File: config.mk
export PLATFORM = sky130hd
export DESIGN_NAME = multicycle_cpu
export DESIGN_NICKNAME = d
export VERILOG_FILES = /design/src/rtl/multicycle_cpu_pkg.sv /design/src/rtl/mc_alu.sv /design/src/rtl/multicycle_cpu.sv
export SDC_FILE = /design/constraint.sdc
export NUM_CORES = 2
export LEC_CHECK = 0
export CORE_MARGIN = 2
export CORE_UTILIZATION = 56
export CTS_CLUSTER_DIAMETER = 100
export DETAILED_ROUTE_END_ITERATION = 16
export DONT_BUFFER_PORTS = 1
export HOLD_SLACK_MARGIN = 0.08
export PLACE_DENSITY = 0.76
export REMOVE_ABC_BUFFERS = 1
export SYNTH_ARGS = -nofsm -noshare
export SYNTH_HDL_FRONTEND = slang
export SYNTH_SLANG_ARGS = --single-unit
File: constraint.sdc
create_clock -name clk_i -period 31.8 [get_ports clk_i]
set_input_delay 0 -clock clk_i [delete_from_list [all_inputs] [get_ports clk_i]]
set_output_delay 0 -clock clk_i [all_outputs]
set_load 0.02 [all_outputs]
File: src/rtl/multicycle_cpu_pkg.sv
// Shared types and encodings for the multicycle CPU: FSM states, ALU ops, opcode/funct fields.
// The MUL state exists only when MUL_EN is defined.
package multicycle_cpu_pkg;

    typedef enum logic [2:0] {
        ST_IDLE   = 3'd0,
        ST_FETCH  = 3'd1,
        ST_DECODE = 3'd2,
        ST_EXEC   = 3'd3,
        ST_WB     = 3'd4,
        ST_HALT   = 3'd5
`ifdef MUL_EN
        , ST_MUL  = 3'd6
`endif
    } state_e;

    typedef enum logic [2:0] {
        ALU_ADD,
        ALU_SUB,
        ALU_AND,
        ALU_OR,
        ALU_XOR,
        ALU_SLL,
        ALU_SLT
    } alu_op_e;

    localparam logic [6:0] OPC_OP     = 7'b0110011;
    localparam logic [6:0] OPC_OP_IMM = 7'b0010011;

    localparam logic [6:0] F7_BASE    = 7'b0000000;
    localparam logic [6:0] F7_ALT     = 7'b0100000;
    localparam logic [6:0] F7_MULDIV  = 7'b0000001;

    localparam logic [2:0] F3_ADD_SUB = 3'b000;
    localparam logic [2:0] F3_SLL     = 3'b001;
    localparam logic [2:0] F3_SLT     = 3'b010;
    localparam logic [2:0] F3_XOR     = 3'b100;
    localparam logic [2:0] F3_OR      = 3'b110;
    localparam logic [2:0] F3_AND     = 3'b111;

    localparam logic [31:0] ECALL_INSN = 32'h0000_0073;

endpackage

File: src/rtl/mc_alu.sv
// Combinational ALU for the multicycle CPU; all arithmetic wraps modulo 2^XLEN.
module mc_alu
    import multicycle_cpu_pkg::*;
#(
    parameter int XLEN = 32
) (
    input  alu_op_e                op_i,
    input  logic signed [XLEN-1:0] a_i,
    input  logic signed [XLEN-1:0] b_i,
    output logic signed [XLEN-1:0] y_o
);

    localparam int SH_W = $clog2(XLEN);

    logic [SH_W-1:0] shamt;
    assign shamt = b_i[SH_W-1:0];

    always_comb begin
        y_o = '0;
        case (op_i)
            ALU_ADD: y_o = a_i + b_i;
            ALU_SUB: y_o = a_i - b_i;
            ALU_AND: y_o = a_i & b_i;
            ALU_OR:  y_o = a_i | b_i;
            ALU_XOR: y_o = a_i ^ b_i;
            ALU_SLL: y_o = a_i << shamt;
            // both operands are signed, so this is a signed compare
            ALU_SLT: y_o = (a_i < b_i) ? {{(XLEN-1){1'b0}}, 1'b1} : '0;
            default: y_o = '0;
        endcase
    end

endmodule

File: src/rtl/multicycle_cpu.sv
// Multicycle RV32-subset CPU: FETCH/DECODE/EXEC/WB FSM, register file, optional iterative multiplier.
// Define MUL_EN to enable the MUL instruction (shift-add, XLEN cycles in state MUL).
module multicycle_cpu
    import multicycle_cpu_pkg::*;
#(
    parameter int              XLEN     = 32,
    parameter int              NREG     = 32,
    parameter int              PC_W     = 32,
    parameter logic [PC_W-1:0] RESET_PC = '0
) (
    input  logic                     clk_i,
    input  logic                     rst_i,
    input  logic                     start_i,
    output logic                     imem_req_o,
    output logic [PC_W-1:0]          imem_addr_o,
    input  logic                     imem_ack_i,
    input  logic [31:0]              imem_rdata_i,
    output logic                     busy_o,
    output logic                     halted_o,
    output logic                     illegal_o,
    output logic                     retired_o,
    output logic [31:0]              retire_cnt_o,
    input  logic [$clog2(NREG)-1:0]  dbg_raddr_i,
    output logic [XLEN-1:0]          dbg_rdata_o
);

    localparam int         RA_W   = $clog2(NREG);
    localparam logic [5:0] NREG_L = 6'(NREG);
`ifdef MUL_EN
    localparam int              MC_W     = $clog2(XLEN);
    localparam logic [MC_W-1:0] MUL_LAST = MC_W'(XLEN - 1);
`endif

    state_e                 state_q, state_d;
    logic [PC_W-1:0]        pc_q, pc_d;
    logic [31:0]            instr_q, instr_d;
    logic signed [XLEN-1:0] rs1_q, rs1_d, rs2_q, rs2_d, imm_q, imm_d;
    logic signed [XLEN-1:0] result_q, result_d;
    logic                   wr_q, wr_d, ill_q, ill_d, ecall_q, ecall_d;
    logic                   illegal_q, illegal_d;
    logic [31:0]            retire_cnt_q, retire_cnt_d;
    logic signed [XLEN-1:0] regs_q [NREG];
    logic signed [XLEN-1:0] regs_d [NREG];
`ifdef MUL_EN
    logic [XLEN-1:0]        mul_acc_q, mul_acc_d, mul_a_q, mul_a_d, mul_b_q, mul_b_d;
    logic [MC_W-1:0]        mul_cnt_q, mul_cnt_d;
    logic                   is_mul;
`endif

    logic [6:0]             opcode, funct7;
    logic [2:0]             funct3;
    logic [RA_W-1:0]        rd_idx, rs1_idx, rs2_idx;
    logic                   rd_ok, rs1_ok, rs2_ok;
    alu_op_e                alu_op;
    logic                   use_imm, legal, is_ecall;
    logic signed [XLEN-1:0] alu_b, alu_y;

    assign opcode  = instr_q[6:0];
    assign funct3  = instr_q[14:12];
    assign funct7  = instr_q[31:25];
    assign rd_idx  = instr_q[RA_W+6:7];
    assign rs1_idx = instr_q[RA_W+14:15];
    assign rs2_idx = instr_q[RA_W+19:20];
    assign rd_ok   = ({1'b0, instr_q[11:7]}  < NREG_L);
    assign rs1_ok  = ({1'b0, instr_q[19:15]} < NREG_L);
    assign rs2_ok  = ({1'b0, instr_q[24:20]} < NREG_L);

    // Instruction decode; anything not recognised falls through as illegal
    always_comb begin
        alu_op   = ALU_ADD;
        use_imm  = 1'b0;
        legal    = 1'b0;
        is_ecall = 1'b0;
`ifdef MUL_EN
        is_mul   = 1'b0;
`endif
        if (instr_q == ECALL_INSN) begin
            legal    = 1'b1;
            is_ecall = 1'b1;
        end else if (opcode == OPC_OP) begin
            legal = rd_ok && rs1_ok && rs2_ok;
            case ({funct7, funct3})
                {F7_BASE, F3_ADD_SUB}: alu_op = ALU_ADD;
                {F7_ALT,  F3_ADD_SUB}: alu_op = ALU_SUB;
                {F7_BASE, F3_SLL}:     alu_op = ALU_SLL;
                {F7_BASE, F3_SLT}:     alu_op = ALU_SLT;
                {F7_BASE, F3_XOR}:     alu_op = ALU_XOR;
                {F7_BASE, F3_OR}:      alu_op = ALU_OR;
                {F7_BASE, F3_AND}:     alu_op = ALU_AND;
`ifdef MUL_EN
                {F7_MULDIV, F3_ADD_SUB}: is_mul = 1'b1;
`endif
                default:               legal  = 1'b0;
            endcase
        end else if (opcode == OPC_OP_IMM) begin
            use_imm = 1'b1;
            legal   = rd_ok && rs1_ok;
            case (funct3)
                F3_ADD_SUB: alu_op = ALU_ADD;
                F3_OR:      alu_op = ALU_OR;
                F3_AND:     alu_op = ALU_AND;
                default:    legal  = 1'b0;
            endcase
        end
    end

    assign alu_b = use_imm ? imm_q : rs2_q;

    mc_alu #(.XLEN(XLEN)) u_alu (
        .op_i (alu_op),
        .a_i  (rs1_q),
        .b_i  (alu_b),
        .y_o  (alu_y)
    );

    // FSM state register
    always_ff @(posedge clk_i or posedge rst_i) begin
        if (rst_i) state_q <= ST_IDLE;
        else       state_q <= state_d;
    end

    // FSM next state
    always_comb begin
        state_d = state_q;
        case (state_q)
            ST_IDLE:   if (start_i) state_d = ST_FETCH;
            ST_FETCH:  if (imem_ack_i) state_d = ST_DECODE;
            ST_DECODE: state_d = ST_EXEC;
`ifdef MUL_EN
            ST_EXEC:   state_d = (legal && is_mul) ? ST_MUL : ST_WB;
            ST_MUL:    if (mul_cnt_q == MUL_LAST) state_d = ST_WB;
`else
            ST_EXEC:   state_d = ST_WB;
`endif
            ST_WB:     state_d = ecall_q ? ST_HALT : ST_FETCH;
            ST_HALT:   state_d = ST_HALT;
            default:   state_d = ST_IDLE;
        endcase
    end

    // FSM outputs
    always_comb begin
        imem_req_o = (state_q == ST_FETCH);
        busy_o     = (state_q != ST_IDLE) && (state_q != ST_HALT);
        halted_o   = (state_q == ST_HALT);
        retired_o  = (state_q == ST_WB);
    end

    assign imem_addr_o  = pc_q;
    assign illegal_o    = illegal_q;
    assign retire_cnt_o = retire_cnt_q;
    assign dbg_rdata_o  = regs_q[dbg_raddr_i];

    always_comb begin
        pc_d         = pc_q;
        instr_d      = instr_q;
        rs1_d        = rs1_q;
        rs2_d        = rs2_q;
        imm_d        = imm_q;
        result_d     = result_q;
        wr_d         = wr_q;
        ill_d        = ill_q;
        ecall_d      = ecall_q;
        illegal_d    = illegal_q;
        retire_cnt_d = retire_cnt_q;
        regs_d       = regs_q;
`ifdef MUL_EN
        mul_acc_d    = mul_acc_q;
        mul_a_d      = mul_a_q;
        mul_b_d      = mul_b_q;
        mul_cnt_d    = mul_cnt_q;
`endif
        case (state_q)
            ST_FETCH: if (imem_ack_i) instr_d = imem_rdata_i;
            ST_DECODE: begin
                rs1_d = regs_q[rs1_idx];
                rs2_d = regs_q[rs2_idx];
                imm_d = {{(XLEN-12){instr_q[31]}}, instr_q[31:20]};
            end
            ST_EXEC: begin
                result_d = alu_y;
                wr_d     = legal && !is_ecall && (instr_q[11:7] != 5'd0);
                ill_d    = !legal;
                ecall_d  = is_ecall;
`ifdef MUL_EN
                mul_acc_d = '0;
                mul_a_d   = rs1_q;
                mul_b_d   = rs2_q;
                mul_cnt_d = '0;
`endif
            end
`ifdef MUL_EN
            // One multiplier bit per cycle; low XLEN bits are sign-agnostic
            ST_MUL: begin
                mul_acc_d = mul_b_q[0] ? (mul_acc_q + mul_a_q) : mul_acc_q;
                mul_a_d   = mul_a_q << 1;
                mul_b_d   = mul_b_q >> 1;
                mul_cnt_d = mul_cnt_q + MC_W'(1);
                result_d  = mul_acc_d;
            end
`endif
            ST_WB: begin
                if (wr_q) regs_d[rd_idx] = result_q;
                illegal_d    = illegal_q | ill_q;
                pc_d         = pc_q + PC_W'(4);
                retire_cnt_d = retire_cnt_q + 32'd1;
            end
            default: ;
        endcase
    end

    always_ff @(posedge clk_i or posedge rst_i) begin
        if (rst_i) begin
            pc_q         <= RESET_PC;
            instr_q      <= '0;
            rs1_q        <= '0;
            rs2_q        <= '0;
            imm_q        <= '0;
            result_q     <= '0;
            wr_q         <= 1'b0;
            ill_q        <= 1'b0;
            ecall_q      <= 1'b0;
            illegal_q    <= 1'b0;
            retire_cnt_q <= '0;
            for (int i = 0; i < NREG; i++) regs_q[i] <= '0;
`ifdef MUL_EN
            mul_acc_q    <= '0;
            mul_a_q      <= '0;
            mul_b_q      <= '0;
            mul_cnt_q    <= '0;
`endif
        end else begin
            pc_q         <= pc_d;
            instr_q      <= instr_d;
            rs1_q        <= rs1_d;
            rs2_q        <= rs2_d;
            imm_q        <= imm_d;
            result_q     <= result_d;
            wr_q         <= wr_d;
            ill_q        <= ill_d;
            ecall_q      <= ecall_d;
            illegal_q    <= illegal_d;
            retire_cnt_q <= retire_cnt_d;
            regs_q       <= regs_d;
`ifdef MUL_EN
            mul_acc_q    <= mul_acc_d;
            mul_a_q      <= mul_a_d;
            mul_b_q      <= mul_b_d;
            mul_cnt_q    <= mul_cnt_d;
`endif
        end
    end

endmodule

* Yosys cells after proc, flatten, opt, wreduce, memory -nomap -nowiden
Index checks and enable logic that the tools add are counted.
W data, S select, Z words.
** Word-level totals
- Register bits after elaboration :: 1235
- Input port bits :: 41
** Cells by class
- $lt $le $gt $ge :: 6
- Eq/ne operators :: 25
- Shift operators :: 1
- Add/sub/neg operators :: 4
- Reductions and logical operators :: 17
- Muxes and demuxes :: 33
- Bitwise logic cells :: 8
** Operators with widths (count)
- $bwmux W1024 :: 1
- $bmux W32 S5 :: 3
- $mux W32 :: 8
- $pmux W32 S7 :: 1
- $demux W32 S5 :: 1
- $pmux W3 S6 :: 2
- $add A32 B1 Y32 const B :: 1
- $add A32 B3 Y32 const B :: 1
- $add A32 B32 Y32 :: 1
- $and A32 B32 Y32 :: 1
- $eq A32 B7 Y1 const B :: 1
- $lt A32 B32 Y1 :: 1
- $or A32 B32 Y32 :: 1
- $shl A32 B5 Y32 :: 1
- $sub A32 B32 Y32 :: 1
- $xor A32 B32 Y32 :: 1
- $eq A10 B3 Y1 const B :: 3
- $ge A6 B6 Y1 const B :: 4
- $not A5 Y6 :: 4
- $eq A3 B3 Y1 const B :: 7
- $mux W3 :: 5
- $eq A3 B2 Y1 const B :: 4
- $eq A10 B1 Y1 const B :: 1
- $eq A10 B2 Y1 const B :: 1
- other kinds (21) :: 39

* Longest topological paths before layout
- Word-level depth :: 8
- Mapped depth :: 21

* By module
Synthesis repeated with hierarchy kept, for this count alone.
** Second synthesis, totals
- Cell total of the unflattened synthesis :: 5635
- Area total of the unflattened synthesis :: 77591.9 sq um
** Modules (own cells, without submodules)
- multicycle_cpu :: area each 70515.1 sq um, cells an instance 4587, seq. area each 30854.6 sq um, instances 1
- mc_alu :: area each 7076.8 sq um, cells an instance 1048, seq. area each 0.0 sq um, instances 1

* Least setup slack after synthesis
OpenSTA, ideal clock, no wires.
- Path kind :: register to register
- Start point :: register instr_q[1]
- End point :: register result_q[29]
- Period minus slack after synthesis :: 4.760 ns
- Required time :: 31.674 ns
- Stages on the path, launching flop included :: 21
- Setup time :: 0.126 ns
- Path slack :: 27.040 ns
- Arrival :: 4.634 ns
- Path through :: dfrtp_1 > and3b_1 > clkbuf_1 > nand2_1 > clkbuf_1 > buf_1 > buf_1 > nand2_1 > nand2_1 > inv_1 > ha_1 > or2_2 > nor3_1 > nand3_1 > a2111oi_1 > a2111oi_4 > a21oi_2 > o21ba_2 > nand4_1 > and3_1 > o32a_1
** Between the ends
- Cells in the longest elaborated chain, start to end :: 7
- Elaborated cells between the ends (all ways) :: 24
** Ends and longest elaborated chain
- start, declared :: RTL line multicycle_cpu.sv:36 : logic [31:0] instr_q, instr_d;
- start signal, assigned :: RTL line multicycle_cpu.sv:234 : instr_q <= instr_d;
- $eq A7 B5 Y1 :: RTL line multicycle_cpu.sv:95 : end else if (opcode == OPC_OP_IMM) begin
- $mux W1 :: RTL line multicycle_cpu.sv:95
- $mux W1 :: RTL line multicycle_cpu.sv:80 : end else if (opcode == OPC_OP) begin
- $mux W1 :: RTL line multicycle_cpu.sv:77 : if (instr_q == ECALL_INSN) begin
- $mux W32 :: RTL line multicycle_cpu.sv:107 : assign alu_b = use_imm ? imm_q : rs2_q;
- $sub A32 B32 Y32, or another cell as far along :: RTL line mc_alu.sv:22 : ALU_SUB: y_o = a_i - b_i;
- $pmux W32 S7 (*) :: RTL line mc_alu.sv:20 : case (op_i)
- end signal, assigned :: RTL line multicycle_cpu.sv:238 : result_q <= result_d;
- end, declared :: RTL line multicycle_cpu.sv:38 : logic signed [XLEN-1:0] result_q, result_d;
Mark *: on every way between the ends. The rest lies on a longest branch, timed or not.
A chain may end at the register's enable or synchronous reset.

* Final worst setup path
- Start point :: register instr_q[6]
- End point :: register result_q[28]
The elaborated chain is that of the path after synthesis.

==> out/results.tsv <==
metric	value	unit
Synth Area per Inst	13.32	um^2
first-pass GRT wire length	383.3	mm
Layout area overhead	8.611	%
DRT iter0 DRCs	7309	
Setup Buffers After CTS	0	
initial antenna violation count	6	
Leak	0.03744	uW
maximum vdd ir drop	87.03	uV
final core occ	61.37	%
M3 GR Usage	11.81	%
switching fraction of total power	40.59	%
ys flop type	dfrtp_1	
mapped cell area	77880	um^2
FFs w/ async S/R, synth	100.0	%
CP peak stage delay	0.81	ns
clock-pin slew on the worst setup and hold paths	0.06	ns
total track usage	37.02	%
die area	142100	um^2
Fin. Hold Viols	0	
synth unique cells	96	
NetSw	2285	uW
largest net degree at the start of global routing	257	
H-tree Lvls	4	
critical path type	reg2reg	
setup_tns	0	ns
Slew Viols, Final	0	
status	completed	
Final GP Congestion	0.9846	
max_slew headroom	16.28	%
Final Skew	0.03236	ns
Yosys top cell by area	dfrtp_1	
cell count of the worst reg-to-reg path	15	
share of layout cells above drive strength 1	41.22	%
Core Area	137800	um^2
synth warn	0	
kind of start point of the critical path	flop	
residual DRC count	0	
met2 Track Usage GR	54.25	%
Internal	3345	uW
R2R Setup Slk	25.86	ns
P per Cell Area	66.56	nW/um^2
Fmax	168.4	MHz
synth top area cells	dfrtp_1 40%, mux4_2 24%, mux2_2 16%, mux2i_1 3.0%, clkbuf_1 1.9%	
drt via density	7.484	
GRT overflow	0	
final net count	5733	
Clock Latency Late Sink	0.82	ns
sequential area share after synthesis	39.62	%
wire per inst	34.76	um
Tmin final	5.937	ns
sequential share of power	35.8	%
post-synth top area share	39.62	%
Worst Hold Depth	1	
Critical Path Source	instr_q[6]	
Worst Hold Launch	dbg_raddr_i[4]	
Final setup viols	0	
Clk pwr share	30.0	%
vias	56176	
CTS resizes	0	
Worst Hold Endpoint	dbg_rdata_o[22]	
Initial Utilization	56.50	%
clock buffer depth	3	
Power Total	5630	uW
# clock sinks	1233	
Arr. time, crit path	6.60	ns
CP max-delay cell	or4b_4	
CTS buffer count	138	
Die W	376.9	um
vias in the first global route	56444	
post-route ant nets	0	
Post-synth top cells	1233 x dfrtp_1, 1104 x mux2_2, 830 x mux4_2	
# fillers	10267	
Worst Hold Class	in2out	
FF-to-FF End	result_q[28]	
I/O pin count	142	
1st-pass router iterations	6	
Comb power frac	34.2	%
max_cap viols	0	
final worst path period share	18.67	%
Die Ht	376.9	um
post-synthesis sequential element count	1233	
RSZ-0062 raised after global routing	no	
worst-path cell chain	or4b_4, o21ai_1, nand2_1, inv_2, fa_1, nor2b_1, o2111ai_1, nand3_1, a21bo_2, o2111ai_1, nand2_1, a31oi_1, mux2i_1, a211oi_1, o211ai_1	
worst r2r src	instr_q[6]	
row cnt	136	
Worst-Margin Slew	1.256	ns
CTS tree	built	
met1 usage	49.67	%
cell with the most instances after synthesis	dfrtp_1	
hpwl dp	146.3	mm
crit-path max FO	34	
Post-Syn Instances	5847	
grt peak-use layer	met2	
Root Driver	clkbuf_16	
PortBufs	0	
Post-synth EDFFs	0	
DRT Wirelength	260.9	mm
CP Capture Type	flop	
worst path required time	32.46	ns
==> area by class of cell <==
| class | count | area, um^2 | area share, % |
|---|---|---|---|
| Timing Repair Buffer | 166 | 1521 | 1.799 |
| Clock buffer | 187 | 3941 | 4.660 |
| Inverter | 112 | 432.9 | 0.5118 |
| Multi-Input combinational cell | 3940 | 44710 | 52.86 |
| Tap cell | 1794 | 2245 | 2.654 |
| Antenna cell | 9 | 22.52 | 0.02663 |
| Clock inverter | 65 | 822.0 | 0.9718 |
| Sequential cell | 1233 | 30890 | 36.52 |
==> worst max-delay path, delay by kind of cell, from the launching register on <==
family	cells	cell delay (ns)
compound gates	7	2.40
simple gates	5	1.64
buf+inv	1	0.71
flops	1	0.52
fa+ha+maj	1	0.34
mux	1	0.18
==> sequential cells by signal, summed over array words and instances (netlist names), 3 cells and up <==
| register | count |
|---|---|
| state_q | 3 |
| rs2_q | 32 |
| regs_q | 1024 |
| rs1_q | 32 |
| retire_cnt_o | 32 |
| instr_q | 32 |
| imm_q | 12 |
| result_q | 32 |
| imem_addr_o | 30 |
==> power by group through the flow <==
stage               Clock, uW  Sequential (uW)  Combinational [uW]
detailed placement          0             2020                1830
CTS                      1700             2000                1880
floorplan                   0             2120                1230
global placement            0             2020                1820
global route             1770             2030                2020
finish                   1690             2010                1930
==> through the flow <==
step	setup slack (ns)	hold WS [ns]	area, um^2	std cells
after floorplan	-2.942	0.1168	75730	5285
after global placement	26.20	0.1166	79050	7172
after detailed placement	26.12	0.1204	79050	7172
after CTS	26.05	0.2466	84560	7497
after global routing	25.57	0.2241	84560	7498
final	25.86	0.2261	84580	7506
==> timing repair <==
item                       in CTS  in global routing
hold buffers                   73                  0
hold endpoints to repair      201                  0
setup endpoints to repair       0                  0
==> metal layers <==
| metal | part of all wire, % | wire [um] |
|---|---|---|
| met1 | 38 | 98480 |
| met2 | 45 | 116500 |
| met3 | 12 | 31450 |
| met4 | 5.5 | 14400 |
| met5 | 0.010 | 26 |
==> how the worst max path moves through the flow <==
| stage | to | cells after the start |
|---|---|---|
| 6_report | result_q[28] | 15 |
| 4_1_cts | result_q[28] | 15 |
| 3_3_place_gp | result_q[28] | 16 |
| 3_5_place_dp | result_q[28] | 15 |
| 2_1_floorplan | ecall_q | 1 |
| 5_1_grt | result_q[28] | 15 |
==> cell usage in the layout (no fill, tap or decap), types with 10 or more instances in the layout <==
master	n
clkbuf_1	22
xnor2_1	72
a311oi_1	24
nor3_1	32
o31ai_1	28
ha_1	100
mux2i_1	231
o211ai_1	22
nor2_1	148
bufinv_16	13
a211oi_1	58
buf_4	87
a221oi_1	33
mux2_2	1104
dlygate4sd3_1	72
xor2_1	24
a21o_1	39
o21ai_1	10
nand2_2	10
nand2_4	15
o21ai_0	204
o221ai_1	27
a21oi_1	216
inv_1	106
clkbuf_16	141
a31oi_1	26
nand3_1	57
o22ai_1	52
o21bai_1	17
nand2b_1	33
nand4_1	26
o21a_1	10
clkinv_2	27
nand2_1	284
mux4_2	830
dfrtp_1	1224
nor4_1	15
or3_1	14
clkbuf_8	24
and3_1	26
==> cell families (layout without fill, tap and decap cells) <==
group | Yosys count | after routing | share of synthesized area, %
AOI/OAI and AO/OA | 843 | 843 | 7.005
xor gates and xnor gates | 96 | 96 | 1.080
adders and majority gates | 101 | 101 | 1.632
buffers and inverters | 675 | 530 | 3.314
DFF | 1233 | 1233 | 39.62
muxes | 2167 | 2167 | 42.98
other | 1 | 11 | 0.004815
and+or+nand+nor | 731 | 731 | 4.367
Note: power is estimated with default switching activity, not from simulation.
